File: src/rtl/medidor_pkg.sv
// Shared definitions for the range meter: FSM state codes and the ASCII
// constants used to build serial reports.
package medidor_pkg;

    // Report FSM state codes; the numeric values are visible on db_estado.
    typedef enum logic [2:0] {
        ST_IDLE    = 3'd0,
        ST_CARREGA = 3'd1,
        ST_PARTIDA = 3'd2,
        ST_ESPERA  = 3'd3,
        ST_PROXIMO = 3'd4,
        ST_FIM     = 3'd5
    } estado_t;

    // Upper three bits of an ASCII decimal digit ('0' = 7'h30).
    localparam logic [2:0] ASCII_PREFIXO_DIGITO = 3'b011;
    // Default report terminator '#'.
    localparam logic [6:0] ASCII_CERQUILHA      = 7'h23;
    // Default hit-report character 'A'.
    localparam logic [6:0] ASCII_A              = 7'h41;

    // Turn one BCD digit into its ASCII character.
    function automatic logic [6:0] ascii_digito(input logic [3:0] digito);
        return {ASCII_PREFIXO_DIGITO, digito};
    endfunction

endpackage

File: src/rtl/contador_dwell.sv
// Saturating dwell counter: counts consecutive in-range cycles and issues a
// single completion pulse on the cycle the count sits at DWELL-1 for the
// first time in the current run.
module contador_dwell #(
    parameter int unsigned DWELL = 150_000_000,
    parameter int unsigned CNT_W = 28
) (
    input  logic clock,
    input  logic reset,
    input  logic zera_s,
    input  logic conta,
    output logic fim
);

    localparam logic [CNT_W-1:0] ULTIMO = CNT_W'(DWELL - 1);

    logic [CNT_W-1:0] cnt_q, cnt_d;
    // Remembers that this in-range run has already produced its pulse, so a
    // saturated counter does not keep re-firing fim.
    logic             cheio_q, cheio_d;

    // Completion pulse: at the terminal count, still counting, not yet fired.
    always_comb begin
        fim = conta && !zera_s && (cnt_q == ULTIMO) && !cheio_q;
    end

    // Next count: synchronous clear wins, otherwise increment up to ULTIMO.
    always_comb begin
        // NOTE: every output of a combinational block gets a default first so
        // no path leaves it unassigned, which would infer a latch.
        cnt_d   = cnt_q;
        cheio_d = cheio_q | fim;
        if (zera_s) begin
            cnt_d   = '0;
            cheio_d = 1'b0;
        end else if (conta && (cnt_q != ULTIMO)) begin
            cnt_d = cnt_q + CNT_W'(1);
        end
    end

    // Counter registers with synchronous reset.
    always_ff @(posedge clock) begin
        // NOTE: clocked state uses non-blocking assignments so every register
        // samples pre-edge values regardless of statement order.
        if (reset) begin
            cnt_q   <= '0;
            cheio_q <= 1'b0;
        end else begin
            cnt_q   <= cnt_d;
            cheio_q <= cheio_d;
        end
    end

endmodule

File: src/rtl/medidor_faixa_n.sv
// Range meter: registers a packed-BCD measurement, flags when it sits inside
// [lowerL, upperL], latches a sticky hit after a dwell time, and on request
// sends a DIGITS+1 character ASCII report through a handshaked transmitter.
module medidor_faixa_n
    import medidor_pkg::*;
#(
    parameter int unsigned DIGITS = 3,
    parameter int unsigned DWELL  = 150_000_000,
    parameter int unsigned CNT_W  = 28,
    parameter logic [6:0]  TERM   = ASCII_CERQUILHA,
    parameter logic [6:0]  HIT    = ASCII_A
) (
    input  logic                  clock,
    input  logic                  reset,
    input  logic                  medida_valid,
    input  logic [4*DIGITS-1:0]   medida,
    input  logic [4*DIGITS-1:0]   upperL,
    input  logic [4*DIGITS-1:0]   lowerL,
    input  logic                  envia,
    input  logic                  limpa_acertou,
    input  logic                  tx_pronto,
    output logic                  tx_partida,
    output logic [6:0]            tx_dado,
    output logic                  dentro,
    output logic                  acertou,
    output logic                  ocupado,
    output logic                  fim_envio,
    output logic [4*DIGITS-1:0]   db_medida,
    output logic [2:0]            db_estado
);

    localparam int unsigned W     = 4 * DIGITS;
    localparam int unsigned IDX_W = $clog2(DIGITS + 1);
    // Index of the terminator, the last character of every report.
    localparam logic [IDX_W-1:0] IDX_TERM = IDX_W'(DIGITS);

    estado_t          estado_q, estado_d;
    logic [W-1:0]     db_medida_q, db_medida_d;
    logic             acertou_q, acertou_d;
    logic [IDX_W-1:0] indice_q, indice_d;
    logic [W-1:0]     snap_medida_q, snap_medida_d;
    logic             snap_acertou_q, snap_acertou_d;
    logic             fim_dwell;
    logic [3:0]       digito;
    logic [6:0]       caractere;

    // Inclusive unsigned compare; valid packed BCD orders like binary, and an
    // inverted window (lowerL > upperL) can never be satisfied.
    always_comb begin
        dentro = (db_medida_q >= lowerL) && (db_medida_q <= upperL);
    end

    contador_dwell #(
        .DWELL (DWELL),
        .CNT_W (CNT_W)
    ) u_contador_dwell (
        .clock  (clock),
        .reset  (reset),
        .zera_s (!dentro),
        .conta  (dentro),
        .fim    (fim_dwell)
    );

    // Measurement capture, sticky hit flag and report bookkeeping.
    always_comb begin
        db_medida_d    = medida_valid ? medida : db_medida_q;
        acertou_d      = acertou_q;
        if (limpa_acertou) begin
            acertou_d = 1'b0;
        end else if (fim_dwell) begin
            acertou_d = 1'b1;
        end
        indice_d       = indice_q;
        snap_medida_d  = snap_medida_q;
        snap_acertou_d = snap_acertou_q;
        case (estado_q)
            ST_CARREGA: begin
                // Freeze the report contents so later input changes cannot
                // leak into a report already under way.
                snap_medida_d  = db_medida_q;
                snap_acertou_d = acertou_q;
                indice_d       = '0;
            end
            ST_PROXIMO: begin
                if (indice_q != IDX_TERM) begin
                    indice_d = indice_q + IDX_W'(1);
                end
            end
            default: ;
        endcase
    end

    // Datapath registers with synchronous reset.
    always_ff @(posedge clock) begin
        if (reset) begin
            db_medida_q    <= '0;
            acertou_q      <= 1'b0;
            indice_q       <= '0;
            snap_medida_q  <= '0;
            snap_acertou_q <= 1'b0;
        end else begin
            db_medida_q    <= db_medida_d;
            acertou_q      <= acertou_d;
            indice_q       <= indice_d;
            snap_medida_q  <= snap_medida_d;
            snap_acertou_q <= snap_acertou_d;
        end
    end

    // Character for the current index: hit marker or a digit, MSD first,
    // followed by the terminator.
    always_comb begin
        digito = '0;
        for (int k = 0; k < DIGITS; k++) begin
            if (indice_q == IDX_W'(k)) begin
                digito = snap_medida_q[4*(DIGITS-1-k) +: 4];
            end
        end
        if (indice_q == IDX_TERM) begin
            caractere = TERM;
        end else if (snap_acertou_q) begin
            caractere = HIT;
        end else begin
            caractere = ascii_digito(digito);
        end
    end

    // FSM state register.
    always_ff @(posedge clock) begin
        if (reset) begin
            estado_q <= ST_IDLE;
        end else begin
            estado_q <= estado_d;
        end
    end

    // FSM next state; envia outside IDLE and tx_pronto outside ESPERA are
    // dropped, and unused codes fall back to IDLE.
    always_comb begin
        estado_d = estado_q;
        case (estado_q)
            ST_IDLE:    if (envia) estado_d = ST_CARREGA;
            ST_CARREGA: estado_d = ST_PARTIDA;
            ST_PARTIDA: estado_d = ST_ESPERA;
            ST_ESPERA:  if (tx_pronto) estado_d = ST_PROXIMO;
            ST_PROXIMO: estado_d = (indice_q == IDX_TERM) ? ST_FIM : ST_PARTIDA;
            ST_FIM:     estado_d = ST_IDLE;
            default:    estado_d = ST_IDLE;
        endcase
    end

    // FSM outputs: start strobe, character hold, busy and done pulse.
    always_comb begin
        tx_partida = 1'b0;
        tx_dado    = '0;
        fim_envio  = 1'b0;
        ocupado    = 1'b1;
        case (estado_q)
            ST_IDLE:    ocupado = 1'b0;
            ST_PARTIDA: begin
                tx_partida = 1'b1;
                tx_dado    = caractere;
            end
            ST_ESPERA:  tx_dado = caractere;
            ST_FIM:     fim_envio = 1'b1;
            default: ;
        endcase
    end

    assign acertou   = acertou_q;
    assign db_medida = db_medida_q;
    assign db_estado = estado_q;

endmodule
File: config.mk
export PLATFORM = sky130hd
export DESIGN_NAME = medidor_faixa_n
export DESIGN_NICKNAME = d
export VERILOG_FILES = /design/src/rtl/medidor_pkg.sv /design/src/rtl/contador_dwell.sv /design/src/rtl/medidor_faixa_n.sv
export SDC_FILE = /design/constraint.sdc
export NUM_CORES = 1
export LEC_CHECK = 0
export BUFFER_PORTS_ARGS = -buffer_cell sky130_fd_sc_hd__buf_2
export CAP_MARGIN = 20
export CELL_PAD_IN_SITES_DETAIL_PLACEMENT = 2
export CELL_PAD_IN_SITES_GLOBAL_PLACEMENT = 2
export CORE_ASPECT_RATIO = 1.4
export CORE_MARGIN = 2
export CORE_UTILIZATION = 32
export CTS_CLUSTER_DIAMETER = 60
export DETAILED_ROUTE_END_ITERATION = 8
export PLACE_DENSITY_LB_ADDON = 0.2
export SYNTH_ARGS = -nofsm -noshare
export SYNTH_HDL_FRONTEND = slang
export SYNTH_HIERARCHICAL = 1
export SYNTH_SLANG_ARGS = --single-unit
File: constraint.sdc
create_clock -name clock -period 3.3 [get_ports clock]
set_input_delay 0.33 -clock clock [delete_from_list [all_inputs] [get_ports clock]]
set_output_delay 0.33 -clock clock [all_outputs]
set_load 0.05 [all_outputs]
==> results of run 1 <==
-- synth_stat cells (all sizes together) (2+ instances only) --
library cell | number | area, um^2
nand2b | 2 | 12.5
a21o | 4 | 30.0
and4 | 5 | 43.8
or3 | 3 | 18.8
dfxtp | 60 | 1200
xor2 | 9 | 78.8
o31ai | 2 | 15.0
mux2i | 12 | 120
a21oi | 34 | 178
buf | 8 | 46.3
o21a | 2 | 15.0
inv | 34 | 128
clkbuf | 8 | 30.0
o21bai | 3 | 22.5
nor4 | 7 | 43.8
o211ai | 3 | 32.5
nor2 | 55 | 206
a31oi | 4 | 25.0
nand2 | 48 | 180
ha | 29 | 363
a22oi | 2 | 15.0
and2 | 4 | 25.0
nor3b | 4 | 35.0
xnor2 | 12 | 105
nand3 | 10 | 55.1
nand4 | 11 | 68.8
or4 | 7 | 56.3
and3 | 2 | 12.5
o21ai | 14 | 85.1
nor2b | 4 | 25.0
nor3 | 14 | 70.1
-- power breakdown --
| group | total, mW | internal, mW | switching [mW] |
|---|---|---|---|
| registers | 0.800 | 0.752 | 0.0478 |
| logic | 0.431 | 0.138 | 0.293 |
| clock network | 1.07 | 0.735 | 0.336 |
| total | 2.30 | 1.62 | 0.677 |
-- flip-flops by register name, indices dropped and copies added (netlist names) --
register and count:
indice_q 2, acertou 1, snap_acertou_q 1, snap_medida_q 12, u_contador_dwell/cheio_q 1, u_contador_dwell/cnt_q 28
db_medida 12, db_estado 3
-- cell families (layout without fill, tap and decap cells) --
family | after synthesis | in the layout | share of synthesized area [%]
simple gates | 181 | 181 | 25.9
compound gates | 75 | 75 | 14.1
flops | 60 | 60 | 34.8
buf+inv | 50 | 127 | 5.91
fa+ha+maj | 29 | 29 | 10.5
xor+xnor | 21 | 21 | 5.33
mux | 12 | 12 | 3.48
other cells | 0 | 1 | 0
-- cell type report --
cell class	instances	area, um^2	share of cell area (%)
diodes	1	2.50	0.0581
clock buffers	11	233	5.40
clock inverters	5	100	2.32
inverters	34	128	2.96
multi-input cells	318	2060	47.9
flip-flops and latches	60	1200	27.9
well taps	138	173	4.01
repair buffers	77	408	9.47
-- final timing paths --
| check | start | to | slack [ns] | cells past startpoint |
|---|---|---|---|---|
| worst min register to register | snap_medida_q[1]$_SDFFE_PP0P_ | snap_medida_q[1]$_SDFFE_PP0P_ | 0.46 | 2 |
| worst max-delay path | db_medida[2]$_SDFFE_PP0P_ | u_contador_dwell/cnt_q[11]$_SDFFE_PP0P_ | 0.37 | 11 |
| worst min-delay path | limpa_acertou | acertou$_SDFFE_PP0P_ | 0.17 | 2 |
| worst max register to register | db_medida[2]$_SDFFE_PP0P_ | u_contador_dwell/cnt_q[11]$_SDFFE_PP0P_ | 0.37 | 11 |
-- through the flow --
stage,std cells,cell area (um^2)
global placement,627,3970
detailed placement,627,3970
floorplan,428,3470
finish,644,4310
CTS,643,4310
global route,644,4310
-- layer usage --
layer | up-vias | share of wire, % | GRT usage, %
met4 | 0 | 2.3 | 8.69
met2 | 52 | 59 | 41.2
li1 | 1628 | - | -
met1 | 1632 | 36 | 18.7
met5 | - | 0 | 0
met3 | 18 | 2.3 | 2.38
-- worst max-delay path: cells and delay by family (launching register included) --
| kind | cells | cell delay, ns |
|---|---|---|
| AO/OA/AOI/OAI | 7 | 1.22 |
| AND/OR/NAND/NOR | 3 | 0.95 |
| flip-flops | 1 | 0.43 |
| adder cells (fa/ha/maj) | 1 | 0.28 |
==> out/metrics.csv, run 1 <==
stage;metric;value;unit
floorplanning;core area;10500;um^2
worst_setup_path;Worst setup SP type;flip-flop;
timing;WHS;0.171;ns
worst_setup_path;worst path required time;3.57;ns
placed_design;hpwl dp;8.31;mm
cts;root buf cell;clkbuf_16;
logic_synthesis;Synthesis Warnings;6;
cts;clock sinks;60;
cells_and_area;layout cell share with drive strength beyond 1;20.4;%
cells_and_area;# fillers;1248;
drt;Post-DRT Antenna Nets;0;
timing;setup ws final;0.370;ns
drt;DRT iter0 DRCs;78;
floorplanning;die width;91.8;um
global_route;initial antenna violation count;1;
worst_setup_path;CP Class;flip-flop to flip-flop;
cts;Clock Latency Late Sink;0.34;ns
cts;cts-stage hold buffer count;0;
logic_synthesis;number of synthesized flops with an enable pin;0;
global_route;largest net degree at the start of global routing;34;
cts;TritonCTS clock tree;built;
pwr;total power;2.30;mW
logic_synthesis;post-synth cell types;52;
timing;Tmin final;2.93;ns
cts;post_cts resized;0;
cells_and_area;commonest non-fill, non-tap cell in the layout;buf_2;
timing;Worst Skew;0.00815;ns
cts;H-tree level count;3;
timing;relative slew slack;44.6;%
drt;vias per cell;5.17;
logic_synthesis;Yosys reg bits;60;
logic_synthesis;Async S/R FF share, synth;0;%
timing;Final TNS setup;0;ns
min_path;Tightest Hold Check Type;primary input to flip-flop;
timing;Peak Freq;341;MHz
worst_setup_path;crit-path max FO;8;
placed_design;PortBufs;68;
worst_setup_path;CP Cell Sequence;ha_1 > a21oi_1 > o22ai_1 > o21ai_0 > a31oi_1 > a31oi_4 > and3_1 > and2_1 > o21ai_4 > or4_1 > a21oi_2;
run_status;status;finished, final reports clean;
drt;First-pass DRT Iterations;4;
floorplanning;row cnt;44;
logic_synthesis;average size of a mapped cell;8.07;um^2
worst_setup_path;Crit. End Element;flip-flop;
drt;DR WL/cell;17.0;um
logic_synthesis;Synth Cell Area;3450;um^2
cts;clk slew on worst S/H paths;0.06;ns
cts;total CTS buffers;9;
global_route;overall global routing resource usage;19.8;%
placed_design;Place WS;0.387;ns
drt;# DRC;0;
flow_run;max cap viols;0;
timing;Final Max Tran Viols;0;
logic_synthesis;Synth Flop Type;dfxtp_1;
cells_and_area;end-of-flow core utilization;41.2;%
floorplanning;Die ar.;11700;um^2
global_route;first-pass GRT wire length;18.1;mm
drt;total routed wirelength;10.9;mm
logic_synthesis;register area share after synthesis;34.8;%
floorplanning;Die Ht;127;um
pwr;P_leak;1.84;nW
floorplanning;starting density of the core;33.0;%
logic_synthesis;post-synthesis cell count;428;
pwr;PwrDens;534;nW/um^2
worst_setup_path;CP max stage cell;or4_1;
logic_synthesis;Mapped Nets;499;
cells_and_area;most frequent cells in the layout;buf_2, dfxtp_1, nor2_1;
pwr;VDD IR-drop max;0.000244;V
worst_setup_path;crit path DAT;3.20;ns
global_route;GRT overflow;0;
timing;final setup fails;0;
timing;Tcrit/Tclk final;88.8;%
cells_and_area;Layout area overhead;24.7;%
worst_setup_path;Max stage delay on crit path;0.50;ns
cts;CTS Buffer Depth;2;
cts;postcts setup bufs;0;
floorplanning;IO Pins;69;
placed_design;Final GP Congestion;0.781;
cells_and_area;final net count;571;
drt;DR vias;3330;
timing;Least-Margin Pin Slew;0.827;ns
timing;RSZ-0062 raised after global routing;no;
global_route;number of global-route vias before repair;3646;
timing;Final Hold Fails;0;
Note: power is estimated with default switching activity, not from simulation.
==> run 2, diff against run 1 <==
--- a/config.mk
+++ b/config.mk
@@ -11,7 +11,7 @@
 export CELL_PAD_IN_SITES_GLOBAL_PLACEMENT = 2
 export CORE_ASPECT_RATIO = 1.4
 export CORE_MARGIN = 2
-export CORE_UTILIZATION = 32
+export CORE_UTILIZATION = 34
 export CTS_CLUSTER_DIAMETER = 60
 export DETAILED_ROUTE_END_ITERATION = 8
 export PLACE_DENSITY_LB_ADDON = 0.2
==> constraint.sdc (replaced) <==
create_clock -name clock -period 3.5 [get_ports clock]
set_input_delay 0.35 -clock clock [delete_from_list [all_inputs] [get_ports clock]]
set_output_delay 0.35 -clock clock [all_outputs]
set_load 0.05 [all_outputs]
==> out/metrics.csv, run 2 (synthesis results as in run 1) <==
stage;metric;value;unit
cts;total CTS buffers;9;
cts;Clock Latency Late Sink;0.33;ns
cells_and_area;layout cell share with drive strength beyond 1;20.3;%
cts;postcts setup bufs;0;
floorplanning;row cnt;43;
cells_and_area;flip-flop count of the largest register after layout;28;
cts;clk slew on worst S/H paths;0.06;ns
cells_and_area;final non-filler cell total;638;
cells_and_area;Biggest register;u_contador_dwell/cnt_q;
global_route;GRT overflow;0;
drt;DRT iter0 DRCs;61;
timing;Tcrit/Tclk final;84.7;%
global_route;first-pass GRT wire length;17.5;mm
drt;# DRC;0;
floorplanning;starting density of the core;34.9;%
worst_setup_path;Crit. End Element;flip-flop;
timing;Worst Skew;0.00998;ns
floorplanning;Die ar.;11000;um^2
pwr;VDD IR-drop max;0.000259;V
timing;Least-Margin Pin Slew;0.829;ns
floorplanning;die width;89.2;um
pwr;PwrDens;474;nW/um^2
timing;relative slew slack;44.5;%
global_route;largest net degree at the start of global routing;34;
cts;CTS Buffer Depth;2;
global_route;number of global-route vias before repair;3608;
placed_design;Inst Count DP;621;
timing;Final Max Tran Viols;0;
drt;vias per cell;5.20;
worst_setup_path;Worst setup SP type;flip-flop;
worst_setup_path;crit path DAT;3.23;ns
pwr;total power;2.00;mW
cts;root buf cell;clkbuf_16;
timing;Peak Freq;337;MHz
global_route;Most Crowded Layer GR;met2;
worst_setup_path;CP Class;flip-flop to flip-flop;
worst_setup_path;CP max stage cell;or4_1;
floorplanning;core area;9900;um^2
global_route;initial antenna violation count;1;
cts;cts-stage hold buffer count;0;
timing;setup ws final;0.535;ns
timing;Final TNS setup;0;ns
pwr;P_leak;1.79;nW
cells_and_area;commonest non-fill, non-tap cell in the layout;buf_2;
flow_run;max cap viols;0;
cells_and_area;# fillers;1203;
timing;Final Hold Fails;0;
placed_design;Final GP Congestion;0.716;
placed_design;hpwl dp;8.11;mm
cells_and_area;most frequent cells in the layout;buf_2, dfxtp_1, nor2_1;
global_route;overall global routing resource usage;20.7;%
global_route;met1 usage;21.2;%
cts;TritonCTS clock tree;built;
worst_setup_path;worst path required time;3.76;ns
timing;RSZ-0062 raised after global routing;no;
run_status;status;finished, final reports clean;
drt;total routed wirelength;10.6;mm
worst_setup_path;Max stage delay on crit path;0.50;ns
placed_design;PortBufs;68;
drt;First-pass DRT Iterations;4;
cts;H-tree level count;3;
floorplanning;IO Pins;69;
placed_design;Place WS;0.463;ns
worst_setup_path;CP Cell Sequence;ha_1 > a21oi_1 > o22ai_1 > o21ai_0 > a31oi_1 > a31oi_2 > and3_1 > and2_1 > o21ai_4 > or4_1 > a21oi_2;
timing;final setup fails;0;
cts;post_cts resized;0;
drt;Post-DRT Antenna Nets;0;
drt;DR WL/cell;16.6;um
timing;Tmin final;2.96;ns
placed_design;Placed Area;3940;um^2
global_route;GRT met2 Usage;40.8;%
floorplanning;Die Ht;123;um
drt;DR vias;3320;
global_route;grt met3 use;3.54;%
min_path;Tightest Hold Check Type;primary input to flip-flop;
worst_setup_path;crit-path max FO;8;
cells_and_area;Final Instance Area;4230;um^2
cts;clock sinks;60;
cells_and_area;Layout area overhead;22.4;%
cells_and_area;final net count;568;
==> run 2: cell types whose count changed in the layout (fill, tap and decap cells not counted), moves of 2 or more <==
cell,change
bufinv_16,-3
clkinvlp_4,+3
clkbuf_1,-2
inv_6,+2
buf_4,-3
clkinv_2,-2
==> run 2: report_power, final <==
part | total, mW | internal, mW | switching (mW)
sequential | 0.756 | 0.708 | 0.0479
clock | 0.848 | 0.490 | 0.358
combinational | 0.397 | 0.127 | 0.270
total | 2.00 | 1.32 | 0.676
==> run 2: stage by stage <==
stage / hold WS [ns] / util, %
after global placement: 0.435 / 39.8
after global routing: 0.192 / 42.7
after floorplan: 0.426 / -
after detailed placement: 0.453 / 39.8
final: 0.187 / 42.7
after CTS: 0.180 / 42.7
==> run 2: metal layers <==
metal	share of wire (%)	vias up
li1	-	1630
met1	38	1632
met2	57	46
met5	0	-
met3	2.5	12
met4	1.8	0
==> run 2: critical path, delay by kind of cell (launching register included) <==
family	cells	cell delay, ns
and+or+nand+nor	3	0.95
AOI/OAI and AO/OA	7	1.23
adders and majority gates	1	0.28
DFF	1	0.43
==> run 2: final cells by class <==
class	instances	area (um^2)	share of cell area, %
multi-input cells	318	2050	48.6
diodes	1	2.50	0.0592
clock inverters	7	60.1	1.42
inverters	34	128	3.02
well taps	135	169	4.00
clock buffers	9	225	5.33
flip-flops and latches	60	1200	28.4
repair buffers	74	385	9.12
==> run 2: path summary, 6_finish.rpt <==
| check | slack (ns) | from | to | cells past startpoint |
|---|---|---|---|---|
| setup / recovery | 0.54 | db_medida[2]$_SDFFE_PP0P_ | u_contador_dwell/cnt_q[11]$_SDFFE_PP0P_ | 11 |
| hold / removal | 0.19 | limpa_acertou | acertou$_SDFFE_PP0P_ | 2 |
| setup reg to reg | 0.54 | db_medida[2]$_SDFFE_PP0P_ | u_contador_dwell/cnt_q[11]$_SDFFE_PP0P_ | 11 |
| hold reg to reg | 0.46 | snap_medida_q[9]$_SDFFE_PP0P_ | snap_medida_q[9]$_SDFFE_PP0P_ | 2 |
